### src/rtl/bus_seq_serializer.sv
// Bus word serializer: steps through NUM_INPUTS words of BUS_WIDTH bits,
// one word per select_line phase (MODE 0/1) or per fixed-length pulse (MODE 2).
// index and wrap are registered; y and y_valid are combinational views of them.
module bus_seq_serializer #(
  parameter int NUM_INPUTS  = 16,
  parameter int BUS_WIDTH   = 4,
  parameter int PULSE_WIDTH = 8,
  parameter int MODE        = 0,
  localparam int IDX_W      = (NUM_INPUTS > 1) ? $clog2(NUM_INPUTS) : 1,
  localparam int PW_W       = $clog2(PULSE_WIDTH + 1)
) (
  input  logic                                 aclk,
  input  logic                                 grst,
  input  logic [NUM_INPUTS-1:0][BUS_WIDTH-1:0] inputs,
  input  logic                                 select_line,
  input  logic                                 enable,
  input  logic                                 sync_clear,
  output logic [BUS_WIDTH-1:0]                 y,
  output logic                                 y_valid,
  output logic [IDX_W-1:0]                     index,
  output logic                                 wrap
);

  // Reject unsupported configurations at elaboration time.
  if ((MODE < 0) || (MODE > 2) || (NUM_INPUTS < 2) || (NUM_INPUTS > 1024) ||
      (BUS_WIDTH < 1) || (PULSE_WIDTH < 1) || (PULSE_WIDTH > 255)) begin : g_bad_param
    $error("bus_seq_serializer: illegal parameter combination");
  end

  logic                 sel_q;
  logic [PW_W-1:0]      pcnt_q, pcnt_d;
  logic [IDX_W-1:0]     index_q, index_d;
  logic                 wrap_q, wrap_d;
  logic                 rise_s, fall_s;
  logic                 valid_s, adv_s, last_s;

  // Phase edge detection and per-mode valid/advance decode.
  always_comb begin
    rise_s  = select_line & ~sel_q;
    fall_s  = ~select_line & sel_q;
    valid_s = 1'b0;
    adv_s   = 1'b0;
    case (MODE)
      0: begin
        valid_s = enable & select_line;
        adv_s   = enable & fall_s;
      end
      1: begin
        valid_s = enable & ~select_line;
        adv_s   = enable & rise_s;
      end
      2: begin
        valid_s = enable & (pcnt_q != {PW_W{1'b0}});
        adv_s   = enable & (pcnt_q == PW_W'(1));
      end
      default: begin
        valid_s = 1'b0;
        adv_s   = 1'b0;
      end
    endcase
  end

  // Pulse counter: starts only when idle, so a rise mid-pulse is dropped.
  always_comb begin
    pcnt_d = pcnt_q;
    if (sync_clear) begin
      pcnt_d = {PW_W{1'b0}};
    end else if ((MODE == 2) && enable) begin
      if (pcnt_q != {PW_W{1'b0}}) begin
        pcnt_d = pcnt_q - PW_W'(1);
      end else if (rise_s) begin
        pcnt_d = PW_W'(PULSE_WIDTH);
      end else begin
        pcnt_d = pcnt_q;
      end
    end else begin
      pcnt_d = pcnt_q;
    end
  end

  // Index advance with explicit wrap so non-power-of-two counts stay in range.
  always_comb begin
    last_s  = (index_q == IDX_W'(NUM_INPUTS - 1));
    index_d = index_q;
    wrap_d  = 1'b0;
    if (sync_clear) begin
      index_d = {IDX_W{1'b0}};
      wrap_d  = 1'b0;
    end else if (adv_s) begin
      index_d = last_s ? {IDX_W{1'b0}} : (index_q + IDX_W'(1));
      wrap_d  = last_s;
    end else begin
      index_d = index_q;
      wrap_d  = 1'b0;
    end
  end

  // State registers; sel_q tracks select_line every cycle, even when frozen.
  always_ff @(posedge aclk or posedge grst) begin
    if (grst) begin
      sel_q   <= 1'b0;
      pcnt_q  <= {PW_W{1'b0}};
      index_q <= {IDX_W{1'b0}};
      wrap_q  <= 1'b0;
    end else begin
      sel_q   <= select_line;
      pcnt_q  <= pcnt_d;
      index_q <= index_d;
      wrap_q  <= wrap_d;
    end
  end

  // Output word is the live input selected by the registered index.
  always_comb begin
    if (valid_s) begin
      y = inputs[index_q];
    end else begin
      y = {BUS_WIDTH{1'b0}};
    end
    y_valid = valid_s;
    index   = index_q;
    wrap    = wrap_q;
  end

endmodule

### config.mk
export PLATFORM = sky130hd
export DESIGN_NAME = bus_seq_serializer
export DESIGN_NICKNAME = d
export VERILOG_FILES = /design/src/rtl/bus_seq_serializer.sv
export SDC_FILE = /design/constraint.sdc
export NUM_CORES = 1
export LEC_CHECK = 0
export ABC_CLOCK_PERIOD_IN_PS = 1700
export CORE_ASPECT_RATIO = 1.5
export CORE_MARGIN = 2
export CORE_UTILIZATION = 30
export DETAILED_ROUTE_END_ITERATION = 12
export PLACE_DENSITY = 0.91
export SYNTH_ARGS = -nofsm -noshare
export SYNTH_HDL_FRONTEND = slang
export SYNTH_SLANG_ARGS = --single-unit
### constraint.sdc
create_clock -name aclk -period 1.7 [get_ports aclk]
set_input_delay 0.34 -clock aclk [delete_from_list [all_inputs] [get_ports aclk]]
set_output_delay 0.34 -clock aclk [all_outputs]
set_load 0.005 [all_outputs]
==> run summary <==
Status = finished with violations
Failing checks = negative setup slack
Clk pin slew, worst setup/hold paths = 0.04 ns
Crit path launch type = flip-flop
Post-synth cell types = 22
Htree depth = 1
Slew @ Worst Pin = 0.226 ns
Cell row count = 23
Syn Inst Count = 60
Async SR Flop Fraction = 100%
Most frequent cells in the layout = clkdlybuf4s50_1 (72), buf_4 (18), mux4_2 (10)
Reg-to-reg slack, setup = 0.08 ns
Antenna fix cells = 0
CP Class = reg2out
CTS buffer count = 3
Placed cell count = 187
Die area = 0.00323 mm2
Worst path bufs/invs = 3
HP Class = in2async
Post-place setup slack = -0.709 ns
Count of input and output buffers = 78
Crit path DAT = 1.84 ns
Synthesized area per cell = 13.9 um2
Fin worst setup slack = -0.475 ns
Crit-path cells = buf_12 > buf_12 > mux4_2 > mux2i_2 > o22ai_1 > buf_2
EDFF count, synth = 0
Power per cell area = 361 mW/mm2
Tmin final = 2.18 ns
CTS tree = done
Core area = 0.00268 mm2
Max stage delay on crit path = 0.52 ns
Fillcell total = 234
Slew headroom = 84.9%
Initial antenna violation count = 0
Final Hold Fails = 0
Vias = 1,017
CP endpoint kind = output pin
Post-CTS Hold Fix Bufs = 0
Largest net degree at the start of global routing = 10
Power share of the combinational group = 44.6%
Layout cells sized above 1 = 26.4%
Cell family with most CP delay = multiplexers
Iter 0 DRT Violations = 25
Worst r2r path cells = 6
Die height = 68.6 um
Commonest register cell after synthesis = dfrtp_1
WL/cell = 18.6 um
P_leak = 0.711 nW
Nets = 231
Clock sink total = 6
Vias per cell = 5.19
Max Clk Rate = 460 MHz
Critical path's slowest cell = mux4_2
Final std cells w/o fill = 196
GRT overflow = 0
RSZ-0062 raised after global routing = yes
Setup Viol. Count Final = 4
Sequential share of the synthesized area = 18.0%
Commonest non-fill, non-tap cell in the layout = clkdlybuf4s50_1
Cell mode on critical path = buf_12
Post-route antenna net violation count = 0
Max Slew Vio Count = 0
Clock Skew = 0.00305 ns
Routability congestion estimate = 0.769
Total GRT Usage = 21.6%
Post-DP HPWL = 2970 um
YS warnings = 0
Critical-path maximum fanout = 6
Root Buffer = clkbuf_8
R2r endpoint = index[0]$_DFFE_PP0P_
Switching share of power = 21.3%
Initial Util = 31.2%
Reg-to-Reg Start = index[0]$_DFFE_PP0P_
Fin crit share = 128%
Die width = 47.1 um
Area grow syn2layout = 120%
Vias in the first global route = 1,083
Max clock buf depth = 2
Seq cells post-synth = 6
Flop pwr share = 22.5%
Post-route DRC = 0
Mapped cell area = 836 um2
DRT Pass-1 Iters = 4
Skew-Pair Late Insertion Delay = 0.23 ns
Clock power frac = 33.0%
Int Pwr = 521 uW
Routed Wire Length = 3640 um
Syn_nets = 130
Peak supply drop = 0.359 mV
Crit path required time = 1.36 ns
Max_cap viols = 0
I/O pins = 79
Switching pwr = 141 uW
First-pass GRT wire length = 4850 um
-- state kept, by name (all words and copies together) (netlist names) --
register  flops
index         4
sel_q         1
wrap          1
-- cells in the mapped netlist, types with 2 or more instances --
cell type | number | area [um2]
dfrtp_1 | 6 | 150
mux4_2 | 3 | 67.6
mux2i_1 | 9 | 90.1
nand2_1 | 4 | 15.0
buf_6 | 2 | 22.5
nand4b_1 | 2 | 17.5
mux4_1 | 13 | 342
a21oi_1 | 3 | 15.0
o22ai_1 | 4 | 25.0
nor2_1 | 2 | 7.51
-- cell type report --
type,count,area (um2),area share (%)
Inverter,1,3.75,0.204
Sequential cell,6,150,8.18
Multi-Input combinational cell,49,629,34.3
Tap cell,37,46.3,2.52
Timing Repair Buffer,100,965,52.6
Clock buffer,3,41.3,2.25
-- metrics by stage --
step	setup TNS (ns)	utilization [%]	cell area, um2	total power [mW]	hold WS, ns
final	-1.59	68.6	1840	0.663	0.324
after global routing	-1.83	68.6	1840	0.686	0.349
after CTS	-1.72	69.1	1850	0.669	0.336
after detailed placement	-2.78	66.2	1770	0.431	0.575
after global placement	-2.57	66.2	1770	0.418	0.559
after floorplan	0	-	836	0.235	0.131
-- worst max path at each step --
stage	slack (ns)	endpoint	startpoint	depth (start not counted)
final	-0.48	y[2]	index[0]$_DFFE_PP0P_	6
after global routing	-0.52	y[2]	index[0]$_DFFE_PP0P_	6
after detailed placement	-0.71	y[2]	inputs[14]	5
after floorplan	0.02	y[2]	index[0]$_DFFE_PP0P_	4
after CTS	-0.47	y[2]	index[0]$_DFFE_PP0P_	6
after global placement	-0.62	y[1]	inputs[57]	5
-- power by group through the flow --
stage	clock network [mW]	registers (mW)	logic (mW)
2_1_floorplan	0	0.151	0.0839
3_3_place_gp	0	0.150	0.267
3_5_place_dp	0	0.151	0.280
4_1_cts	0.220	0.149	0.300
5_1_grt	0.225	0.149	0.311
6_report	0.218	0.149	0.295
-- worst register-to-register path, stage by stage (launching register included) --
cell	delay [ns]
dfrtp_1	0.41
buf_12	0.15
buf_4	0.15
buf_4	0.15
ha_2	0.20
a311o_1	0.35
a21oi_1	0.13
-- cell families (layout without fill, tap and decap cells) --
logic type / after synthesis / in the layout / share of synthesized area, %
muxes: 25 / 25 / 59.7
DFF: 6 / 6 / 18.0
AOI/OAI and AO/OA: 9 / 9 / 6.59
xor gates and xnor gates: 1 / 1 / 1.05
buffers and inverters: 5 / 104 / 4.64
and+or+nand+nor: 13 / 13 / 8.53
adders and majority gates: 1 / 1 / 1.50
-- metal layers --
metal | vias to the layer above | track usage (%) | routed length (um)
met5 | - | 0 | 0
met4 | 0 | 5.90 | 85
met3 | 9 | 5.21 | 299
met2 | 70 | 42.0 | 2060
met1 | 477 | 21.7 | 1200
li1 | 461 | - | -
-- timing repair --
action                     CTS  global route
setup endpoints to repair    6             5
cloned                       0             0
buffers inserted             7             0
gates resized for setup     30             1
pin swaps                    5             2
No activity file was read; power rests on OpenSTA's default activity.
